File: config.mk
export PLATFORM = sky130hd
export DESIGN_NAME = resource_lock_client
export DESIGN_NICKNAME = d
export VERILOG_FILES = /design/src/rtl/resource_lock_client.sv
export SDC_FILE = /design/constraint.sdc
export NUM_CORES = 1
export LEC_CHECK = 0
export ABC_AREA = 1
export CORE_MARGIN = 4
export CORE_UTILIZATION = 35
export CTS_CLUSTER_DIAMETER = 100
export DETAILED_ROUTE_END_ITERATION = 12
export HOLD_SLACK_MARGIN = 0.08
export PLACE_DENSITY = 0.64
export SETUP_SLACK_MARGIN = 0.15
export SLEW_MARGIN = 20
export SYNTH_ARGS = -nofsm -noshare
export SYNTH_HDL_FRONTEND = slang
export SYNTH_SLANG_ARGS = --single-unit
File: constraint.sdc
create_clock -name clk -period 1.9 [get_ports clk]
set_input_delay 0.38 -clock clk [delete_from_list [all_inputs] [get_ports clk]]
set_output_delay 0.38 -clock clk [all_outputs]
set_load 0.02 [all_outputs]
File: src/rtl/resource_lock_client.sv
`default_nettype none
// ============================================================================
// Module   : resource_lock_client
// Purpose  : Per-port requester for the resource pool lock. Accepts a tagged
//            job, raises req until granted, holds the granted resource for
//            a programmed number of cycles, then releases it and reports
//            completion.
// Revision : 1.0 - initial release
// ============================================================================
module resource_lock_client #(
    parameter int ID_WIDTH     = 8,
    parameter int RES_ID_WIDTH = 2,
    parameter int CNT_WIDTH    = 4
) (
    input  logic                    clk,
    input  logic                    rst,
    input  logic                    job_valid,
    output logic                    job_ready,
    input  logic [ID_WIDTH-1:0]     job_issue_id,
    input  logic [CNT_WIDTH-1:0]    job_hold_cycles,
    input  logic                    flush,
    output logic                    req,
    output logic [ID_WIDTH-1:0]     req_issue_id,
    output logic                    release_lock,
    input  logic                    grant,
    input  logic [RES_ID_WIDTH-1:0] alloc_id,
    output logic                    use_valid,
    output logic [RES_ID_WIDTH-1:0] use_res_id,
    output logic [ID_WIDTH-1:0]     use_issue_id,
    output logic                    done,
    output logic                    done_flushed,
    output logic [ID_WIDTH-1:0]     done_issue_id,
    output logic [RES_ID_WIDTH-1:0] done_res_id,
    output logic [7:0]              wait_cycles,
    output logic                    lost_grant
);

    localparam logic [1:0] c_st_idle = 2'd0;
    localparam logic [1:0] c_st_req  = 2'd1;
    localparam logic [1:0] c_st_hold = 2'd2;
    localparam logic [1:0] c_st_rel  = 2'd3;

    localparam logic [CNT_WIDTH-1:0] c_cnt_one = {{(CNT_WIDTH-1){1'b0}}, 1'b1};
    localparam logic [7:0]           c_wcnt_max = 8'hFF;

    logic [1:0]              r_state;
    logic [ID_WIDTH-1:0]     r_id;
    logic [RES_ID_WIDTH-1:0] r_res;
    logic [CNT_WIDTH-1:0]    r_cnt;
    logic [7:0]              r_wcnt;
    logic [7:0]              r_wait;
    logic                    r_flushed;
    logic                    r_lost;

    logic                    w_live;
    logic                    w_idle;
    logic                    w_req_st;
    logic                    w_hold_st;
    logic                    w_rel_st;
    logic                    w_accept;
    logic [CNT_WIDTH-1:0]    w_hold_eff;

    // Every output is forced low while reset is asserted, so the pool never
    // sees a stale req/release from a state that is about to be cleared.
    assign w_live    = !rst;
    assign w_idle    = (r_state == c_st_idle);
    assign w_req_st  = (r_state == c_st_req);
    assign w_hold_st = (r_state == c_st_hold);
    assign w_rel_st  = (r_state == c_st_rel);

    // A zero hold count still occupies the resource for one cycle.
    assign w_hold_eff = (job_hold_cycles == '0) ? c_cnt_one : job_hold_cycles;

    // A flushed job completing in REL must not chain straight into a new job.
    assign job_ready = w_live && !flush && (w_idle || (w_rel_st && !r_flushed));
    assign w_accept  = job_valid && job_ready;

    // req drops in the flush cycle itself so no grant can be taken then.
    assign req          = w_live && w_req_st && !flush;
    assign req_issue_id = (w_live && w_req_st) ? r_id : '0;

    assign use_valid    = w_live && w_hold_st;
    assign use_res_id   = use_valid ? r_res : '0;
    assign use_issue_id = use_valid ? r_id : '0;

    assign release_lock  = w_live && w_rel_st;
    assign done          = release_lock;
    assign done_flushed  = release_lock && r_flushed;
    assign done_issue_id = release_lock ? r_id : '0;
    assign done_res_id   = release_lock ? r_res : '0;

    assign wait_cycles = w_live ? r_wait : 8'd0;
    assign lost_grant  = w_live && r_lost;

    // Protocol sequencer: IDLE -> REQ -> HOLD -> REL, with REL able to
    // accept the next job directly.
    always_ff @(posedge clk) begin
        if (rst) begin
            r_state   <= c_st_idle;
            r_id      <= '0;
            r_res     <= '0;
            r_cnt     <= '0;
            r_wcnt    <= '0;
            r_wait    <= '0;
            r_flushed <= 1'b0;
            r_lost    <= 1'b0;
        end else begin
            case (r_state)
                c_st_idle: begin
                    if (w_accept) begin
                        r_id    <= job_issue_id;
                        r_cnt   <= w_hold_eff;
                        r_wcnt  <= '0;
                        r_state <= c_st_req;
                    end
                end
                c_st_req: begin
                    if (flush) begin
                        r_state <= c_st_idle;
                    end else if (grant) begin
                        r_res   <= alloc_id;
                        r_wait  <= r_wcnt;
                        r_state <= c_st_hold;
                    end else if (r_wcnt != c_wcnt_max) begin
                        r_wcnt <= r_wcnt + 8'd1;
                    end
                end
                c_st_hold: begin
                    if (!grant) begin
                        r_lost <= 1'b1;
                    end
                    r_cnt <= r_cnt - c_cnt_one;
                    if ((r_cnt == c_cnt_one) || flush) begin
                        r_flushed <= flush;
                        r_state   <= c_st_rel;
                    end
                end
                c_st_rel: begin
                    if (w_accept) begin
                        r_id    <= job_issue_id;
                        r_cnt   <= w_hold_eff;
                        r_wcnt  <= '0;
                        r_state <= c_st_req;
                    end else begin
                        r_state <= c_st_idle;
                    end
                end
                default: r_state <= c_st_idle;
            endcase
        end
    end

endmodule
`default_nettype wire
==> results.md <==
- Clock Latency Late Sink: 0.28 ns
- Sum of overflow across all layers after global routing: 0
- Detailed-route via count: 2139
- Total standard cell area after synthesis: 0.00200 sq mm
- Antenna Nets Post-Route: 0
- Final count of negative-setup-slack endpoints: 0
- TritonCTS clock tree: yes
- Warnings from Yosys: 0
- Count of final max-slew check failures: 0
- Initial antenna violation count: 0
- Area used by sequential logic in the layout: 688 sq um
- Number of distinct standard cells referenced by the synthesized netlist: 30
- Top cells by area in the synthesized netlist: sky130_fd_sc_hd__dfxtp_1 34%, sky130_fd_sc_hd__nor2_1 12%, sky130_fd_sc_hd__inv_1 9.2%
- Reg2Reg Setup Slack: 0.25 ns
- First-pass GRT wire length: 8.88 mm
- RSZ-0062 raised after global routing: true
- Run status: completed
- Total stage count of the critical path: 8
- Number of buffers on the longest clock path: 2
- Routed vias/inst: 4.63
- Number of max-cap violations: 0
- TritonCTS buffer count: 5
- Height of the die: 83.5 um
- Hold bufs inserted after CTS: 0
- Clock period minus final worst setup slack: 1.83 ns
- Clk sinks: 34
- Total power per unit cell area: 591 mW/mm^2
- Number of ports placed on the die boundary: 62
- Buffers plus inverters on the worst setup path: 5
- Detailed-routing iteration count for the pre-antenna-repair pass: 4
- Diode count: 0
- Full die area: 0.00697 sq mm
- Commonest non-fill, non-tap cell in the layout: sky130_fd_sc_hd__inv_1
- Count of standard-cell rows: 27
- Worst Path Max Fanout: 7
- Timing startpoint of the critical path: r_state[0]
- Placed instance count: 445
- Layout cells sized above 1: 33.8%
- Critical register-to-register path startpoint: r_state[0]
- Worst min-delay path category: reg2reg
- Worst slack after detailed placement: -0.490 ns
- Final Hold Vio Count: 0
- Maximum number of pins on one net before global-route repair: 31
- Cell at the slowest stage of the critical path: sky130_fd_sc_hd__dfxtp_4
- Gpl congestion: 0.861
- Top achievable clock speed: 547 MHz
- Yosys top cell area share: 34.1%
- Worst Reg-to-Reg Cells: 8
- Leading cell types in the layout, fill and taps excluded: 43 x sky130_fd_sc_hd__inv_1, 41 x sky130_fd_sc_hd__nor2_1, 37 x sky130_fd_sc_hd__nand2_1
- Worst hold margin: 0.454 ns
- HPWL after detailed placement: 3.91 mm
- Crit share post-route: 96.2%
- Worst path required time: 1.52 ns
- DRT iter0 DRCs: 82
- Setup total negative slack: 0 ns
- Relative max-transition margin: 79.5%
- Delay contributed by the slowest stage of the critical path: 0.36 ns
- Worst setup path category: reg2out
- Core area: 0.00551 sq mm
- Post-synth net total: 328
- Setup ws final: 0.0722 ns
- Number of cells on the worst hold path: 2
- Via count of the first global-routing pass: 1938
- Clock slew seen by the registers of the worst setup and hold paths: 0.07 ns
- Leak Pwr: 1.31 nW
- Cell Count, Final, Fillers Out: 462
- Fillcell total: 517
- Register area share after synthesis: 34.1%
- Total global routing track utilization: 15.3%
- Cells along the critical path: buf_6 > ha_4 > inv_2 > nor2_4 > inv_4 > buf_12 > nor2_4 > buf_6
- Clk Tree Root Cell: sky130_fd_sc_hd__clkbuf_8
- Nature of the critical path endpoint: primary output
- Level count of the clock H-tree: 2
- Post-Route WL: 5.29 mm
- Post-route core utilization: 58.1%
- Avg Cell Area, Syn: 6.61 sq um
- Layout Skew: 0.00278 ns
- Starting density of the core: 36.2%
- Flop and latch count out of synthesis: 34
- Post-layout nets: 415
- Endpoint arrival time on the critical path: 1.45 ns
- WL per Instance: 11.4 um
- Area overhead of the layout relative to synthesis: 60.4%
- Capturing element of the worst setup path: done_issue_id[4]
- Peak supply drop: 0.000341 V
- Input/output buffers: 61
- Actual slew at the worst max-slew pin: 0.306 ns
- Synthesized instance count: 302
- Area of combinational cells with multiple inputs: 0.00126 sq mm
- Library cell with the largest summed area after synthesis: sky130_fd_sc_hd__dfxtp_1
- End of the worst register-to-register path: r_wcnt[7]
- Die Wd: 83.5 um
- Number of design rule violations left after detail routing: 0
- CP startpoint kind: register
- Largest delay share family, worst path: buffers and inverters
## state kept, by name, indices dropped and copies added, names as in the netlist, named ones only
register,flops
r_cnt,4
r_res,2
r_wcnt,8
r_lost,1
r_id,8
r_flushed,1
r_wait,8
r_state,1
## how the worst min path moves through the flow
stage,slack (ns),to,from
after floorplan,0.43,r_wait[0],r_wait[0]
after global placement,0.44,r_wait[2],r_wait[2]
after detailed placement,0.45,r_wait[4],r_wait[4]
after CTS,0.46,r_wait[4],r_wait[4]
after global routing,0.49,r_wait[7],r_wait[7]
final,0.45,r_wait[2],r_wait[2]
## through the flow
stage / instance area (sq um) / total power, mW
2_1_floorplan: 2110 / 1.11
3_3_place_gp: 2950 / 1.27
3_5_place_dp: 2950 / 1.28
4_1_cts: 3000 / 1.85
5_1_grt: 3200 / 2.03
6_report: 3200 / 1.89
## worst min-delay path: cells and delay by family (launching register included)
| kind | cells | cell delay, ns |
|---|---|---|
| compound gates | 1 | 0.05 |
| buf+inv | 1 | 0.06 |
| flops | 1 | 0.30 |
## layer usage
metal / vias to the layer above / part of all wire [%] / global-route usage, %
li1: 1136 / - / -
met1: 931 / 48 / 19.3
met2: 65 / 45 / 24.6
met4: 0 / 0.98 / 4.82
met5: - / 0 / 0
met3: 7 / 6.1 / 5.33
## final cells by class
cell class                 instances  share of cell area, %
timing repair buffer              92                   27.3
clock inverter                     1                  0.156
tap                               72                   2.81
multi-input combinational        206                   39.4
clock buffer                       7                   2.70
inverter                          50                   6.10
sequential                        34                   21.5
## cells in the mapped netlist (all sizes together)
library cell / number
a21oi: 26
o21ai: 29
a31oi: 1
ha: 7
nor3: 1
o31ai: 1
clkbuf: 6
xor2: 1
o22ai: 3
nand3: 10
nand2: 47
dfxtp: 34
buf: 7
nor2: 68
inv: 50
nand4: 11
## power breakdown
part	total, mW	internal [mW]	leakage, nW	switching (mW)
Combinational	0.564	0.241	0.988	0.322
Clock	0.546	0.292	0.0482	0.254
Sequential	0.782	0.758	0.278	0.0246
## what timing repair did
action,in CTS,in global routing
buffers inserted,5,3
setup endpoints to repair,54,65
gates resized for setup,182,61
cloned,0,1
pin swaps,3,9
## cell families after synthesis
family | share of synthesized area [%]
AOI/OAI and AO/OA | 16.4
xor gates and xnor gates | 0.439
adders and majority gates | 4.39
buffers and inverters | 13.4
DFF | 34.1
and+or+nand+nor | 31.3
Power figures use the tool's default switching activity.
